==> config.mk <==
export PLATFORM = sky130hd
export DESIGN_NAME = updown_bounce_counter
export DESIGN_NICKNAME = d
export VERILOG_FILES = /design/src/rtl/updown_bounce_counter.sv
export SDC_FILE = /design/constraint.sdc
export NUM_CORES = 1
export LEC_CHECK = 0
export ABC_CLOCK_PERIOD_IN_PS = 3200
export CORE_MARGIN = 3
export CORE_UTILIZATION = 51
export DETAILED_ROUTE_END_ITERATION = 7
export PLACE_DENSITY = 0.82
export SLEW_MARGIN = 20
export SYNTH_ARGS = -nofsm -noshare
export SYNTH_HDL_FRONTEND = slang
export SYNTH_SLANG_ARGS = --single-unit
==> constraint.sdc <==
create_clock -name clk -period 3.2 [get_ports clk]
set_input_delay 0.32 -clock clk [delete_from_list [all_inputs] [get_ports clk]]
set_output_delay 0.32 -clock clk [all_outputs]
set_load 0.02 [all_outputs]
==> src/rtl/updown_bounce_counter.sv <==
// Ping-pong counter sweeping cnt between runtime bounds lo and hi, reversing at each bound.
// Optional feature: define UDC_STEP_EN to add the variable-magnitude step input.
module updown_bounce_counter #(
  parameter int unsigned WIDTH = 4
) (
  input  logic             clk,
  input  logic             rst,
  input  logic             en,
  input  logic [WIDTH-1:0] lo,
  input  logic [WIDTH-1:0] hi,
  input  logic             load,
  input  logic [WIDTH-1:0] load_val,
  input  logic             load_dir,
`ifdef UDC_STEP_EN
  input  logic [WIDTH-1:0] step,
`endif
  output logic [WIDTH-1:0] cnt,
  output logic             dir,
  output logic             turn,
  output logic             err
);

  typedef enum logic {
    DIR_UP   = 1'b0,
    DIR_DOWN = 1'b1
  } dir_e;

  logic [WIDTH-1:0] cnt_q, cnt_d;
  dir_e             dir_q, dir_d;
  logic             turn_q, turn_d;
  logic             err_q, err_d;
  logic [WIDTH-1:0] s;
  logic [WIDTH:0]   sum, diff;

`ifdef UDC_STEP_EN
  assign s = step;
`else
  assign s = WIDTH'(1);
`endif

  // Extra MSB keeps overflow/underflow visible so the bound clamp catches it.
  assign sum  = {1'b0, cnt_q} + {1'b0, s};
  assign diff = {1'b0, cnt_q} - {1'b0, s};

  always_comb begin
    cnt_d  = cnt_q;
    dir_d  = dir_q;
    turn_d = 1'b0;
    err_d  = (hi < lo);
    if (load) begin
      cnt_d = load_val;
      dir_d = dir_e'(load_dir);
    end else if (err_d) begin
      cnt_d = cnt_q;
    end else if (en) begin
      if (cnt_q < lo) begin
        cnt_d = lo;
        dir_d = DIR_UP;
      end else if (cnt_q > hi) begin
        cnt_d = hi;
        dir_d = DIR_DOWN;
      end else if (hi == lo) begin
        cnt_d = lo;
`ifdef UDC_STEP_EN
      end else if (step == '0) begin
        cnt_d = cnt_q;
`endif
      end else if (dir_q == DIR_UP) begin
        if (sum >= {1'b0, hi}) begin
          cnt_d  = hi;
          dir_d  = DIR_DOWN;
          turn_d = 1'b1;
        end else begin
          cnt_d = sum[WIDTH-1:0];
        end
      end else begin
        if (diff[WIDTH] || (diff[WIDTH-1:0] <= lo)) begin
          cnt_d  = lo;
          dir_d  = DIR_UP;
          turn_d = 1'b1;
        end else begin
          cnt_d = diff[WIDTH-1:0];
        end
      end
    end
  end

  always_ff @(posedge clk or posedge rst) begin
    if (rst) begin
      cnt_q  <= '0;
      dir_q  <= DIR_UP;
      turn_q <= 1'b0;
      err_q  <= 1'b0;
    end else begin
      cnt_q  <= cnt_d;
      dir_q  <= dir_d;
      turn_q <= turn_d;
      err_q  <= err_d;
    end
  end

  assign cnt  = cnt_q;
  assign dir  = dir_q;
  assign turn = turn_q;
  assign err  = err_q;

endmodule

==> metrics <==
largest net degree at the start of global routing 12; Skew-Pair Late Insertion Delay 0.25 ns; CP Cell Sequence inv_1 -> ha_1 -> inv_1 -> ha_1 -> nor2b_1 -> o31ai_4 -> a211oi_2 -> a22o_1 -> and3_1 -> o32a_1; Area Growth Syn to Fin 23.29%; synthesized cell area 1150 µm²; Die ar. 2860 µm²; required time of the worst setup path 3.33 ns; busiest grt layer met2; remaining antenna violation count 0; delay-heaviest family, CP compound AO/OA/AOI/OAI gates; Comb pwr share 71.7%; Max Cap Viol 0; register-to-register setup slack 0.32 ns; switching portion of total power 50.11%; Synth top cells by count 22 x ha_1, 13 x inv_1, 9 x nor2_1; GPL Wtd Cong 0.9889; via density per instance 6.255; Sink Count 7; VDD IR-drop max 519.2 µV; All-Layer GR Usage 24.26%; DP HPWL 2.498 mm; RSZ-0062 raised after global routing no; P_sw 440.7 µW; CTS Root Cell clkbuf_4; worst slack, placed 0.3509 ns; Post-CTS Setup Bufs 0; reg2reg start cnt[0]; crit-path max cell delay 0.59 ns; critical path's slowest cell dfrtp_1; number of hold buffers added after CTS 0; EDFF count, synth 0; row cnt 16; HP Class primary input to async pin; CTS tree yes; Yosys top cell by area ha_1; R2R depth 10; CP endpoint kind flip-flop; Async SR Flop Fraction 100.0%; Routed WL per cell 16.89 µm; width of the die 53.48 µm; final setup fails 0; layout cell share with drive strength beyond 1 9.554%; ANT cells 0; met1 Use GR 32.21%; max-slew violation count 0; register area share after synthesis 15.23%; Initial Util 56.31%; type of origin of the critical path flip-flop; top-count cell post-synth ha_1; actual slew at the worst max-slew pin 0.4367 ns; Global Route met3 Usage 5.352%; Post-synth top flop dfrtp_1; leakage 0.6458 nW; TritonRoute pass-1 iters 4; Synth top area share 23.94%; fillers 166; die height 53.48 µm; Final Util 69.42%; Total Wirelength 3.107 mm; I/O pin cnt 24; syn_nets 171; Crit Path Class flip-flop to flip-flop; Clock power frac 9.2%; DRC Markers 0; CTS Buffer Depth 2; Rel. slew slack 70.66%; IO Port Bufs 23; clk slew on worst S/H paths 0.05 ns; first-pass GRT wire length 5.057 mm; vias in the first global route 1111; internal power 438.8 µW; critical path peak fanout 10; Critical Path Source cnt[0]; setup TNS 0 ns; Post-Syn Instances 132; H-tree levels 1; #FFs+latches synth 7; clock buffer count from CTS 3; crit path DAT 3.01 ns; DRT iter0 DRCs 45; Resized Gates After CTS 0; grt met2 use 40.61%; fin crit period 2.876 ns; clk_skew 0.003240 ns; pwr dens 620.4 nW/µm²; Sequential Power Share 19.1%; top post-synthesis cells by area ha_1 24%, dfrtp_1 15%, inv_1 4.2%, nor2_1 2.9%, a22oi_1 2.6%; area of the core 2042 µm²; syn avg cell area 8.711 µm²; worst setup margin 0.3235 ns; via count 1151; FMAX 0.3476 GHz; total grt overflow 0; period utilization 89.89%; status finished, final reports clean; Buf+Inv Stages, Crit Path 2; Final nets 197; worst r2r dst cnt[3]; initial antenna violation count 0; Synth Warn # 0; final hold viol count 0; Cell variety after synth 48
cells by family after synthesis:
kind of cell	share of synthesized area, %
AOI/OAI and AO/OA	31.12
xor gates and xnor gates	3.047
adders and majority gates	23.94
buffers and inverters	6.529
DFF	15.23
muxes	1.850
and+or+nand+nor	18.28
state kept, by name, indices dropped and copies added (netlist names):
signal	flops
cnt	4
err	1
dir	1
turn	1
layer usage:
layer | wire, µm | vias to the layer above
met1 | 1337 | 537
met5 | 0 | -
met4 | 17 | 0
met3 | 240 | 2
li1 | - | 551
met2 | 1510 | 61
worst register-to-register path: cells and delay by family (launching register included):
kind / cells / cell delay (ns)
DFF: 1 / 0.59
AOI/OAI and AO/OA: 4 / 0.94
and+or+nand+nor: 2 / 0.34
adders and majority gates: 2 / 0.65
buffers and inverters: 2 / 0.26
per-stage QoR:
stage	cells	hold WS (ns)	power, mW	instance area [µm²]
floorplan	132	0.1234	0.6165	1150
global placement	180	0.5634	0.7649	1391
detailed placement	180	0.5744	0.7877	1391
CTS	184	0.3013	0.8736	1418
global route	184	0.3335	0.9598	1418
finish	184	0.3006	0.8796	1418
power groups by stage:
| stage | clock, mW | combinational [mW] | sequential [mW] |
|---|---|---|---|
| final | 0.0809 | 0.631 | 0.168 |
| after global routing | 0.0878 | 0.700 | 0.172 |
| after CTS | 0.0829 | 0.624 | 0.166 |
| after detailed placement | 0 | 0.620 | 0.167 |
| after global placement | 0 | 0.599 | 0.166 |
| after floorplan | 0 | 0.450 | 0.166 |
placed cells by master, fill, tap and decap left out, drive strengths merged, types with 2 or more instances in the layout:
master and n:
a221oi 2, and2 3, a21oi 4, a31oi 2, clkbuf 4, nor3 5
a22o 3, clkdlybuf4s50 23, o31a 2, o21ai 10, nand3 2, nand4 2
xor2 3, nor2b 3, nand2b 3, o211a 2, a22oi 4, nor2 10
nand2 5, o31ai 2, ha 22, dfrtp 7, inv 13, o22ai 3
a21o 2
worst max path at each step:
stage / endpoint / slack [ns] / cells after the start
floorplan: cnt[3] / 0.60 / 10
global placement: cnt[3] / 0.37 / 10
detailed placement: cnt[3] / 0.35 / 10
CTS: cnt[3] / 0.33 / 10
global route: cnt[3] / 0.22 / 10
finish: cnt[3] / 0.32 / 10
area by class of cell:
type	count	area (µm²)	area share, %
Tap cell	27	33.78	2.383
Sequential cell	7	175.2	12.36
Clock buffer	4	26.28	1.853
Inverter	14	52.55	3.707
Multi-Input combinational cell	109	899.6	63.46
Timing Repair Buffer	23	230.2	16.24
No activity file was read; power rests on OpenSTA's default activity.
